$ cat config.mk
export PLATFORM = sky130hd
export DESIGN_NAME = arbiter3_requester_flat
export DESIGN_NICKNAME = d
export VERILOG_FILES = /design/src/rtl/arbiter3_requester_if.sv /design/src/rtl/arbiter3_requester.sv /design/src/flat_wrapper.sv
export SDC_FILE = /design/constraint.sdc
export NUM_CORES = 1
export LEC_CHECK = 0
export CAP_MARGIN = 5
export CORE_ASPECT_RATIO = 1.1
export CORE_MARGIN = 2
export CORE_UTILIZATION = 50
export CTS_BUF_LIST = sky130_fd_sc_hd__clkbuf_4 sky130_fd_sc_hd__clkbuf_8
export DETAILED_ROUTE_END_ITERATION = 8
export GPL_ROUTABILITY_DRIVEN = 0
export PLACE_DENSITY = 0.77
export SYNTH_ARGS = -nofsm -noshare
export SYNTH_HDL_FRONTEND = slang
export SYNTH_SLANG_ARGS = --single-unit
$ cat constraint.sdc
create_clock -name clk -period 2.3 [get_ports clk]
set_input_delay 0.23 -clock clk [delete_from_list [all_inputs] [get_ports clk]]
set_output_delay 0.23 -clock clk [all_outputs]
set_load 0.1 [all_outputs]
$ cat src/rtl/arbiter3_requester_if.sv
// Job-side and arbiter-side signal bundle for arbiter3_requester.
// master = the requester agent, slave = job sources plus arbiter.
interface arbiter3_requester_if #(
    parameter int LEN_W = 4
);
    logic [2:0]         job_valid;
    logic [2:0]         job_ready;
    logic [3*LEN_W-1:0] job_len;
    logic [2:0]         req;
    logic [2:0]         grant;
    logic [2:0]         done;
    logic [2:0]         timeout;
    logic               err_spurious;
    logic               err_multi;

    modport master (
        input  job_valid, job_len, grant,
        output job_ready, req, done, timeout, err_spurious, err_multi
    );

    modport slave (
        output job_valid, job_len, grant,
        input  job_ready, req, done, timeout, err_spurious, err_multi
    );
endinterface

$ cat src/rtl/arbiter3_requester.sv
// Three-channel requester for a 3-way round-robin arbiter, with a grant-legality monitor.
// Optional request-wait timeout: define ARB_REQ_TIMEOUT_EN.

module arbiter3_requester_ch #(
    parameter int LEN_W          = 4,
    parameter int TIMEOUT_CYCLES = 255
) (
    input  logic             clk,
    input  logic             rst,
    input  logic             job_valid,
    input  logic [LEN_W-1:0] job_len,
    input  logic             grant,
    output logic             job_ready,
    output logic             req,
    output logic             done,
    output logic             timeout
);
    typedef enum logic [1:0] {S_IDLE, S_REQ, S_BUSY} state_t;

    state_t           state_q, state_d;
    logic [LEN_W-1:0] cnt_q, cnt_d;
    logic             ready_q, ready_d;
    logic             req_q, req_d;
    logic             done_q, done_d;
    logic             timeout_q, timeout_d;

`ifdef ARB_REQ_TIMEOUT_EN
    localparam int WAIT_W = $clog2(TIMEOUT_CYCLES + 1);
    localparam logic [WAIT_W-1:0] WAIT_MAX = WAIT_W'(TIMEOUT_CYCLES);
    logic [WAIT_W-1:0] wait_q, wait_d;
`endif

    always_comb begin
        state_d   = state_q;
        cnt_d     = cnt_q;
        done_d    = 1'b0;
        timeout_d = 1'b0;
`ifdef ARB_REQ_TIMEOUT_EN
        wait_d    = wait_q;
`endif
        case (state_q)
            S_IDLE: begin
                if (job_valid) begin
                    cnt_d   = job_len;
                    state_d = S_REQ;
`ifdef ARB_REQ_TIMEOUT_EN
                    wait_d  = '0;
`endif
                end
            end
            S_REQ: begin
                // The granting edge is itself a burst cycle; a grant on the
                // timeout edge takes priority over abandoning the job.
                if (grant) begin
                    if (cnt_q == '0) begin
                        state_d = S_IDLE;
                        done_d  = 1'b1;
                    end else begin
                        cnt_d   = cnt_q - 1'b1;
                        state_d = S_BUSY;
                    end
                end
`ifdef ARB_REQ_TIMEOUT_EN
                else if (wait_q + 1'b1 == WAIT_MAX) begin
                    state_d   = S_IDLE;
                    timeout_d = 1'b1;
                end else begin
                    wait_d = wait_q + 1'b1;
                end
`endif
            end
            S_BUSY: begin
                if (grant) begin
                    if (cnt_q == '0) begin
                        state_d = S_IDLE;
                        done_d  = 1'b1;
                    end else begin
                        cnt_d = cnt_q - 1'b1;
                    end
                end else begin
                    // Preempted: keep the remaining count and request again.
                    state_d = S_REQ;
`ifdef ARB_REQ_TIMEOUT_EN
                    wait_d  = '0;
`endif
                end
            end
            default: state_d = S_IDLE;
        endcase
        ready_d = (state_d == S_IDLE);
        req_d   = (state_d != S_IDLE);
    end

    always_ff @(posedge clk or posedge rst) begin
        if (rst) begin
            state_q   <= S_IDLE;
            cnt_q     <= '0;
            ready_q   <= 1'b1;
            req_q     <= 1'b0;
            done_q    <= 1'b0;
            timeout_q <= 1'b0;
        end else begin
            state_q   <= state_d;
            cnt_q     <= cnt_d;
            ready_q   <= ready_d;
            req_q     <= req_d;
            done_q    <= done_d;
            timeout_q <= timeout_d;
        end
    end

`ifdef ARB_REQ_TIMEOUT_EN
    always_ff @(posedge clk or posedge rst) begin
        if (rst) wait_q <= '0;
        else     wait_q <= wait_d;
    end
`endif

    assign job_ready = ready_q;
    assign req       = req_q;
    assign done      = done_q;
    assign timeout   = timeout_q;
endmodule

module arbiter3_requester #(
    parameter int LEN_W          = 4,
    parameter int TIMEOUT_CYCLES = 255
) (
    input  logic                 clk,
    input  logic                 rst,
    arbiter3_requester_if.master bus
);
    logic [2:0] ready_w, req_w, done_w, timeout_w;
    logic       err_spurious_q, err_spurious_d;
    logic       err_multi_q, err_multi_d;

    for (genvar n = 0; n < 3; n++) begin : g_ch
        arbiter3_requester_ch #(
            .LEN_W          (LEN_W),
            .TIMEOUT_CYCLES (TIMEOUT_CYCLES)
        ) u_ch (
            .clk       (clk),
            .rst       (rst),
            .job_valid (bus.job_valid[n]),
            .job_len   (bus.job_len[n*LEN_W +: LEN_W]),
            .grant     (bus.grant[n]),
            .job_ready (ready_w[n]),
            .req       (req_w[n]),
            .done      (done_w[n]),
            .timeout   (timeout_w[n])
        );
    end

    // Judged against the registered req the arbiter actually sees.
    always_comb begin
        err_spurious_d = err_spurious_q | (|(bus.grant & ~req_w));
        err_multi_d    = err_multi_q | (|(bus.grant & (bus.grant - 3'd1)));
    end

    always_ff @(posedge clk or posedge rst) begin
        if (rst) begin
            err_spurious_q <= 1'b0;
            err_multi_q    <= 1'b0;
        end else begin
            err_spurious_q <= err_spurious_d;
            err_multi_q    <= err_multi_d;
        end
    end

    assign bus.job_ready    = ready_w;
    assign bus.req          = req_w;
    assign bus.done         = done_w;
    assign bus.timeout      = timeout_w;
    assign bus.err_spurious = err_spurious_q;
    assign bus.err_multi    = err_multi_q;
endmodule
$ cat src/flat_wrapper.sv
// flat-port wrapper written by rule: the top's interface ports become plain ports
module arbiter3_requester_flat 
#(
    parameter int LEN_W          = 4,
    parameter int TIMEOUT_CYCLES = 255
)
  (clk, rst, bus_job_valid, bus_job_len, bus_grant, bus_job_ready, bus_req, bus_done, bus_timeout, bus_err_spurious, bus_err_multi);
  arbiter3_requester_if #(.LEN_W(LEN_W)) bus_i ();
  input  logic clk;
  input  logic rst;
  input wire logic [$bits(bus_i.job_valid)-1:0] bus_job_valid;
  input wire logic [$bits(bus_i.job_len)-1:0] bus_job_len;
  input wire logic [$bits(bus_i.grant)-1:0] bus_grant;
  output wire logic [$bits(bus_i.job_ready)-1:0] bus_job_ready;
  output wire logic [$bits(bus_i.req)-1:0] bus_req;
  output wire logic [$bits(bus_i.done)-1:0] bus_done;
  output wire logic [$bits(bus_i.timeout)-1:0] bus_timeout;
  output wire logic [$bits(bus_i.err_spurious)-1:0] bus_err_spurious;
  output wire logic [$bits(bus_i.err_multi)-1:0] bus_err_multi;
  assign bus_i.job_valid = bus_job_valid;
  assign bus_i.job_len = bus_job_len;
  assign bus_i.grant = bus_grant;
  assign bus_job_ready = bus_i.job_ready;
  assign bus_req = bus_i.req;
  assign bus_done = bus_i.done;
  assign bus_timeout = bus_i.timeout;
  assign bus_err_spurious = bus_i.err_spurious;
  assign bus_err_multi = bus_i.err_multi;
  arbiter3_requester #(.LEN_W(LEN_W), .TIMEOUT_CYCLES(TIMEOUT_CYCLES)) u_core (.clk(clk), .rst(rst), .bus(bus_i));
endmodule
Yosys cells after proc, flatten, opt, wreduce, memory -nomap -nowiden
Index checks and enable logic that the tools add are counted.

Register bits: 29. Input bits: 20. Output and inout bits: 14. Logic and storage cells: 103.

Add/subtract/negate cells: 4. Eq/ne operators: 15. Muxes and demuxes: 39. Bitwise operators: 5. Reduce and logical (&&, ||, !) cells: 23.

Operators with widths (number): two-way mux 4 bit (9); two-way mux 2 bit (15); one-hot mux 4 bit (2 select lines) (3); one-hot mux 2 bit (3 select lines) (3); zero test 2 bit (6); zero test 4 bit (3); != test 2 bit, second input constant (6); AND reduction 4 bit (3); nonzero test 2 bit (6); subtractor 4 x 1 -> 4 bit, second input constant (3); two-way mux 1 bit (9); AND 3 bit (2); equality test 2 x 1 -> 1 bit, second input constant (3); equality test 2 bit, second input constant (3); != test 2 x 1 -> 1 bit, second input constant (3); OR reduction 2 bit (3); OR reduction 3 bit (2); NOT 3 bit (1); subtractor 3 x 1 -> 3 bit, second input constant (1); bitwise OR 1 bit (2).

Longest topological paths before layout
Word-level depth: 5. Gate-level depth with buffers: 7. Depth with buffers taken out: 6.

By module
Synthesis repeated with hierarchy kept, for this count alone.

Cell total of the unflattened synthesis: 190. Area, all modules: 1793.0 sq um.

By module, submodules not included: arbiter3_requester_ch at u_core.g_ch[1].u_ch (instances 1, cells an instance 62, area an instance 566.8 sq um, seq. area each 226.5 sq um); arbiter3_requester_ch at u_core.g_ch[2].u_ch (instances 1, cells an instance 59, area an instance 565.5 sq um, seq. area each 226.5 sq um); arbiter3_requester_ch at u_core.g_ch[0].u_ch (instances 1, cells an instance 59, area an instance 564.3 sq um, seq. area each 226.5 sq um); arbiter3_requester (instances 1, cells an instance 10, area an instance 96.3 sq um, seq. area each 50.0 sq um).

Worst setup path before layout
No wires, ideal clock.

Path kind: register -> register. From: register u_core.g_ch[1].u_ch.state_q[1]. To: register u_core.g_ch[1].u_ch.cnt_q[3]. Setup time: 0.077 ns. Data arrival time: 1.562 ns. Data required time: 2.223 ns. Setup slack: 0.661 ns. Cell stages (with the launch flop): 7. Path buffers: 1. Period minus slack after synthesis: 1.639 ns. Path through: dfrtp_1 inv_1 ha_1 clkbuf_1 mux2_2 a41o_1 a21oi_1.

Word-level cells in the longest chain between the ends: 4. Elaborated cells between the ends (all ways): 10. Those cells by class: 5 x eq/ne; 1 x mux; 4 x reduce/logical.

Ends and longest elaborated chain: start, declared (RTL line arbiter3_requester.sv:20) `state_t state_q, state_d;`; start signal, assigned (RTL line arbiter3_requester.sv:103) `state_q <= state_d;`; equality test 2 bit or equality test 2 x 1 -> 1 bit (tied branches) (RTL line arbiter3_requester.sv:41) `case (state_q)`; OR reduction 2 bit (no line); != test 2 bit (no line), or another cell as far along; AND reduction 4 bit (no line); end signal, assigned (RTL line arbiter3_requester.sv:104) `cnt_q <= cnt_d;`; end, declared (RTL line arbiter3_requester.sv:21) `logic [LEN_W-1:0] cnt_q, cnt_d;`.

Several ways; a longest one is shown, not always the timed one. A chain may end at the register's enable or synchronous reset.

Final worst setup path
From: register u_core.g_ch[2].u_ch.state_q[1]. To: register u_core.g_ch[2].u_ch.cnt_q[0].

Word-level cells in the longest chain between the ends: 4. Elaborated cells between the ends (all ways): 10. Those cells by class: 5 x eq/ne; 1 x mux; 4 x reduce/logical.

Ends and longest elaborated chain (RTL line): start, declared (arbiter3_requester.sv:20); start signal, assigned (arbiter3_requester.sv:103); equality test 2 bit or equality test 2 x 1 -> 1 bit (tied branches) (arbiter3_requester.sv:41); OR reduction 2 bit (no line); != test 2 bit (no line), or another cell as far along; AND reduction 4 bit (no line); end signal, assigned (arbiter3_requester.sv:104); end, declared (arbiter3_requester.sv:21).

Several ways; a longest one is shown, not always the timed one.

==> impl_metrics.ini <==
[status]
status = finished, final reports clean

[synth]
synth_xor_area_frac = 0
synth_warnings = 0
avgSynthCellArea_um2 = 9.28
synth-seq-cells = 29
synthMuxAreaShare = 0.0173
yosysTopAreaCellShare = 0.345
synthDistinctLibCells = 45
postSynth.asyncResetShare = 1.00
syn_area_um2 = 1880
synth-seq-area-share = 0.387
synthAdderAreaFrac = 0.0996
synthTopCellsByArea = dfrtp_1 (35%), ha_1 (10%), buf_4 (4.8%), inv_1 (4.8%), dfstp_2 (4.2%)
synth_compound_area_frac = 0.208
synth_top_family_by_area = compound AO/OA/AOI/OAI gates
synth-simple-area-share = 0.163
synth_edf_count = 0
synth_largest_area_cell = dfrtp_1
synth-main-ff-cell = dfrtp_1
syn_inst = 203

[pwr]
clockPowerShare = 0.141
p_seq_frac = 0.296
power_frac_comb = 0.563
power_density_nw_per_um2 = 1460
p_int_mw = 1.66
leakage_nw = 0.998
p_switching_mw = 1.56
swShare = 0.484
irDropWorstVdd_mv = 0.631

[clocking]
cts_buffer_depth = 2
clk_pin_slew_ns = 0.06
clock_sinks = 29
cts_post_setup_buffers_inserted = 0
insertion_delay_ns = 0.28
cts_tree = yes
cts_buffers = 5
root_buffer = clkbuf_8
post_cts_resized = 0
htree_levels = 2
postCtsHoldBufs = 0

[die]
initial_core_util = 0.520
rows = 23
die_area_um2 = 4280
io_pins = 34
core_area_um2 = 3630
die_h_um = 68.4
die-width_um = 62.5

[timing]
period_share = 0.808
hold_viol = 0
rsz0062_at_grt = no
final-setup-viol-count = 0
slew_violations = 0
fmax_mhz = 538
fin_tns_setup_ns = 0
fin_crit_ns = 1.86
fin_worst_skew_ns = 0.00463

[setup_path]
r2r_start = u_core.g_ch[2].u_ch.state_q[1]
slowest_stage = ha_1
rr_worst_depth = 6
r2r_setup_slack_ns = 0.44
cpPeakStageDelay_ns = 0.49
worstPathArrival_ns = 2.06
r2r-end = u_core.g_ch[2].u_ch.cnt_q[0]
path_max_fanout = 13
cp_top_family = compound AO/OA/AOI/OAI gates
cp_data_required_time_ns = 2.50
crit_type = register to register
critical_path_buf_inv_count = 1
crit_chain = inv_1, ha_1, nand2_1, o31ai_2, o21ai_0, a21oi_1
start_kind = register
endpoint_kind = register

[drt]
drcViolationCount = 0
wirelength_um = 3450
drtIter0Drc = 60
firstDrtPassIters = 4
post_drt_wl_per_cell_um = 12.5
viasPerCell = 5.38
ant_nets = 0
vias = 1485

[cells_and_area]
diodes = 0
nets = 260
fin_area_um2 = 2200
drive_gt1_frac = 0.150
area_growth_pct = 16.9

[global_routing]
grt_pass1_vias = 1336
grt_pass1_wl_um = 5680
grtUsageTotal = 0.173
grt_max_degree = 30
grt_overflow_total = 0
antenna_found_initial = 0

[job]
maxCapViolCount = 0

[worst_hold_path]
hold_class = input port to asynchronous set/reset pin

[placement]
dpl_cell_area_um2 = 2100
dp_hpwl_um = 2530
portBuffers = 30
-- cell type report --
class                   count  area, um2
clock buffers               7       96.3
flip-flops and latches     29        729
well taps                  50       62.6
inverters                  24       90.1
repair buffers             32        288
multi-input cells         133        932
clock inverters             1       5.00
fillers                   321       1420
-- metal layers --
layer	GRT usage	share of wire	wire length, um	vias up
li1	-	-	-	751
met1	0.193	0.45	1540	700
met2	0.302	0.49	1690	29
met3	0.0559	0.045	155	5
met4	0.0917	0.020	68	0
met5	0	0	0	-
-- placed cells by master, fill, tap and decap left out, types with 3 or more instances in the layout --
cell type	synthesis	routed
a41o_1	3	3
conb_1	1	3
nand2b_1	3	3
nand4_1	5	5
a21oi_1	15	15
clkbuf_8	0	7
o22ai_1	9	9
dfstp_2	3	3
inv_1	24	24
dfrtp_1	26	26
nand2_1	8	8
o21ai_0	13	13
buf_4	12	13
nor3_1	4	4
nand3_1	5	5
nor2b_1	4	4
nor2_1	6	6
a31oi_1	6	6
clkdlybuf4s50_1	0	19
ha_1	15	15
-- metrics by stage --
stage          total power [mW]  worst slack [ns]  cells  hold WS (ns)  utilization
2_1_floorplan              2.48             0.661    205         0.306            -
3_3_place_gp               2.71             0.466    268         0.455        0.580
3_5_place_dp               2.76             0.430    268         0.468        0.580
4_1_cts                    3.23             0.416    276         0.333        0.608
5_1_grt                    3.47             0.169    276         0.378        0.608
6_report                   3.21             0.442    276         0.328        0.608
-- Yosys cell counts, types with 2 or more instances --
master    instances
or2_1             2
a221oi_1          2
dfstp_2           3
buf_6             3
ha_1             15
dfrtp_1          26
nand3b_1          2
and2_1            2
and3_1            2
or3b_1            2
nor2_1            6
o21bai_1          2
nand4_1           5
o21ai_0          13
mux2_2            2
inv_1            24
buf_4            12
nor3_1            4
nand3_1           5
nand2b_1          3
a31oi_1           6
nand2_1           8
a41o_1            3
o22ai_1           9
nor2b_1           4
o21ai_2           2
and2b_1           2
a21oi_1          15
clkbuf_1          3
-- state kept, by name, summed over array words and instances (netlist names) --
signal / cells
u_core.g_ch.u_ch.req: 3
u_core.bus.err_multi: 1
u_core.g_ch.u_ch.state_q: 6
u_core.g_ch.u_ch.done: 3
u_core.g_ch.u_ch.cnt_q: 12
u_core.bus.err_spurious: 1
u_core.g_ch.u_ch.job_ready: 3
-- worst min-delay path, delay by kind of cell --
kind	cells	cell delay [ns]
buffers and inverters	3	0.78
-- power by group through the flow --
stage / registers [mW] / clock network (mW) / logic (mW)
finish: 0.951 / 0.454 / 1.81
global route: 0.984 / 0.491 / 1.99
floorplan: 0.906 / 0 / 1.57
global placement: 0.952 / 0 / 1.76
detailed placement: 0.957 / 0 / 1.81
CTS: 0.949 / 0.469 / 1.82
-- logic make-up after synthesis --
kind of cell / count (synthesis)
AND/OR/NAND/NOR: 52
buffers and inverters: 43
AO/OA/AOI/OAI: 60
other: 1
adder cells (fa/ha/maj): 15
multiplexers: 3
flip-flops: 29
-- worst max-delay path by stage --
stage	endpoint	cells after the start	slack (ns)	start
after floorplan	u_core.g_ch[1].u_ch.cnt_q[3]	6	0.66	u_core.g_ch[1].u_ch.state_q[1]
after global placement	u_core.g_ch[1].u_ch.req	5	0.47	bus_grant[1]
after detailed placement	u_core.g_ch[1].u_ch.req	5	0.43	bus_grant[1]
after CTS	u_core.g_ch[2].u_ch.cnt_q[0]	6	0.42	u_core.g_ch[2].u_ch.state_q[1]
after global routing	u_core.g_ch[2].u_ch.cnt_q[0]	6	0.17	u_core.g_ch[2].u_ch.state_q[0]
final	u_core.g_ch[2].u_ch.cnt_q[0]	6	0.44	u_core.g_ch[2].u_ch.state_q[1]
(Power assumes the default switching activity.)
==> patch, RTL diff (config.mk and constraints unchanged) <==
Encoding of `state_t`: now one-hot (3 bits for 3 states).
--- a/src/rtl/arbiter3_requester.sv
+++ b/src/rtl/arbiter3_requester.sv
@@ -17,3 +17,3 @@
 );
-    typedef enum logic [1:0] {S_IDLE, S_REQ, S_BUSY} state_t;
+    typedef enum logic [2:0] {S_IDLE = 3'b001, S_REQ = 3'b010, S_BUSY = 3'b100} state_t;
 
Formal check against the unedited RTL: same outputs for any inputs over 10 cycles, from zero or initial values and one cycle with rst high; not proved beyond that.
==> patch against the unedited design <==
Routed wire length increased by 3.6%. First-iteration DRC count increased by 33%. Design area decreased by 1.9%. Sequential cell count increased by 3. Clock skew increased by 0.95 ps. Count of clock-buffer cells in the layout unchanged. Via count decreased by 4.7%. Power decreased by 9.0%. Setup slack got worse by 12 ps. Sequential power increased by 9%. Combinational power decreased by 20%. Die area decreased by 2.2%. Area after synthesis decreased by 2.3%. Largest cell class unchanged.
==> patch: results (changes against the unedited design) <==
clk_buf instances=7 (unchanged); count of port buffers added during placement=30 (unchanged); later-pin clock latency in the skew report=280 ps (about the same); TritonRoute pass-1 iters=4 (unchanged); count of multi-input gates=126 (-5.3%); commonest cells in the synthesized netlist=sky130_fd_sc_hd__dfrtp_1, sky130_fd_sc_hd__a21oi_1, sky130_fd_sc_hd__buf_4; number of gates resized after CTS=0 (unchanged); area used by sequential logic in the layout=808 um^2 (+11%); max-cap violation count=0 (unchanged); clock network contribution to total cell area=0.0411 (-0.00488); largest cells by area after synthesis=sky130_fd_sc_hd__dfrtp_1, sky130_fd_sc_hd__dfstp_2, sky130_fd_sc_hd__buf_4; fraction of final layout cells sized beyond drive strength 1=0.204 (+0.0534); result of the run=finished, final reports clean; FFs & Latches=32 (+10%); routed length per placed instance=14.0 um (+12%); gate family responsible for the most delay along the worst path=compound AO/OA/AOI/OAI gates; nonclk inv count=9 (-63%); Seq/Total Area, Yosys=0.439 (+0.0520); non-filler instance count after layout=256 (-7.2%); number of instances in the synthesized netlist=181 (-11%); vias in the first global route=1,399 (+4.7%); Root Buffer Master=sky130_fd_sc_hd__clkbuf_8; number of DRC violations after detailed-routing iteration 0=80 (+33%); CP max stage cell=sky130_fd_sc_hd__dfrtp_1; CP peak stage delay=420 ps (-70 ps); Total Routing Usage GR=0.196 (+0.0226); clock slew at reported path FFs=60 ps (about the same); pin count of the biggest net entering global routing=33 (+10%); Critical path origin=u_core.g_ch[2].u_ch.cnt_q[0]; DP Worst Slack=469 ps (+39.0 ps); count of non-CTS buffers in the layout=31 (-3.1%); Worst EP arrival=2030 ps (-30 ps); proportion of final cell area spent on non-clock buffers=0.130 (-0.000903); Critical Path Fanout Max=5 (-8); buffer count from post-CTS setup fixing=0 (unchanged); top achievable clock speed=535 MHz (-0.66%); count of antenna diodes in the layout=0 (unchanged); Clock Skews=5.57 ps (+0.946 ps); HPWL after detailed placement=2.75 mm (+8.5%); kind of path behind the tightest hold check=in2async; number of clock buffers inserted by TritonCTS=5 (unchanged); H-tree Lvls=2 (unchanged); number of antenna violations at the first check in global routing=0 (unchanged); worst setup slack for register-to-register paths=430 ps; Vias per Instance=5.53 (+2.7%); Fill cells=312 (-2.8%); maximum vdd ir drop=0.000622 V (-1.3%); CTS Buffer Depth=2 (unchanged); biggest registers after layout=u_core.g_ch.u_ch.cnt_q: 12 flops, u_core.g_ch.u_ch.state_q: 9 flops; yosys synthesis warning count=0 (unchanged); async set or reset register ratio after synthesis=1.00 (unchanged); Placed Cells=248 (-7.5%); first-pass GRT wire length=6.03 mm (+6.2%); # nets final=228 (-12%); area taken by multi-input logic gates=887 um^2 (-4.8%); Static Leak=0.924 nW (-7.5%); number of distinct library cells after synthesis=47 (+4.4%)
-- patch: cell types whose count changed after synthesis, sizes merged, moves of 5 or more --
cell,change
o21ai,-12
a31oi,-7
mux2i,+7
o22ai,-5
inv,-15
nand2b,+5
or2,+6
ha,-12
-- patch: final timing paths --
path	to	cells after the start
setup / recovery	u_core.g_ch[2].u_ch.cnt_q[0]	6
hold / removal	u_core.g_ch[2].u_ch.state_q[2]	3
setup reg to reg	u_core.g_ch[2].u_ch.cnt_q[0]	6
hold reg to reg	u_core.bus.err_multi	1
max in group asynchronous	u_core.g_ch[0].u_ch.state_q[0]	3
min in group clk	u_core.bus.err_multi	1
-- patch: where the power goes --
| part | internal (mW) | switching [mW] |
|---|---|---|
| Sequential | 0.813 | 0.231 |
| Combinational | 0.583 | 0.871 |
| Clock | 0.235 | 0.189 |
| Total | 1.63 | 1.29 |
-- patch: logic make-up after synthesis --
group,Yosys count,synth area share
other,1,0.00204
muxes,9,0.0496
AOI/OAI and AO/OA,42,0.179
and+or+nand+nor,66,0.209
DFF,32,0.439
xor gates and xnor gates,3,0.0184
buffers and inverters,25,0.0829
adders and majority gates,3,0.0204
-- patch: routing by layer --
metal  vias up  GRT usage  share of wire
li1        680          -              -
met1       690      0.239           0.43
met2        38      0.309           0.51
met3         7     0.0575          0.043
met4         0      0.101          0.019
met5         -          0              0
-- patch: per-stage QoR --
| step | hold slack, ps | area, um^2 | util | total power [mW] |
|---|---|---|---|---|
| after CTS | 359 | 2160 | 0.601 | 2.94 |
| final | 346 | 2160 | 0.601 | 2.92 |
| after global routing | 380 | 2160 | 0.601 | 3.14 |
| after global placement | 479 | 2070 | 0.576 | 2.45 |
| after detailed placement | 495 | 2070 | 0.576 | 2.50 |
| after floorplan | 339 | 1850 | - | 2.29 |
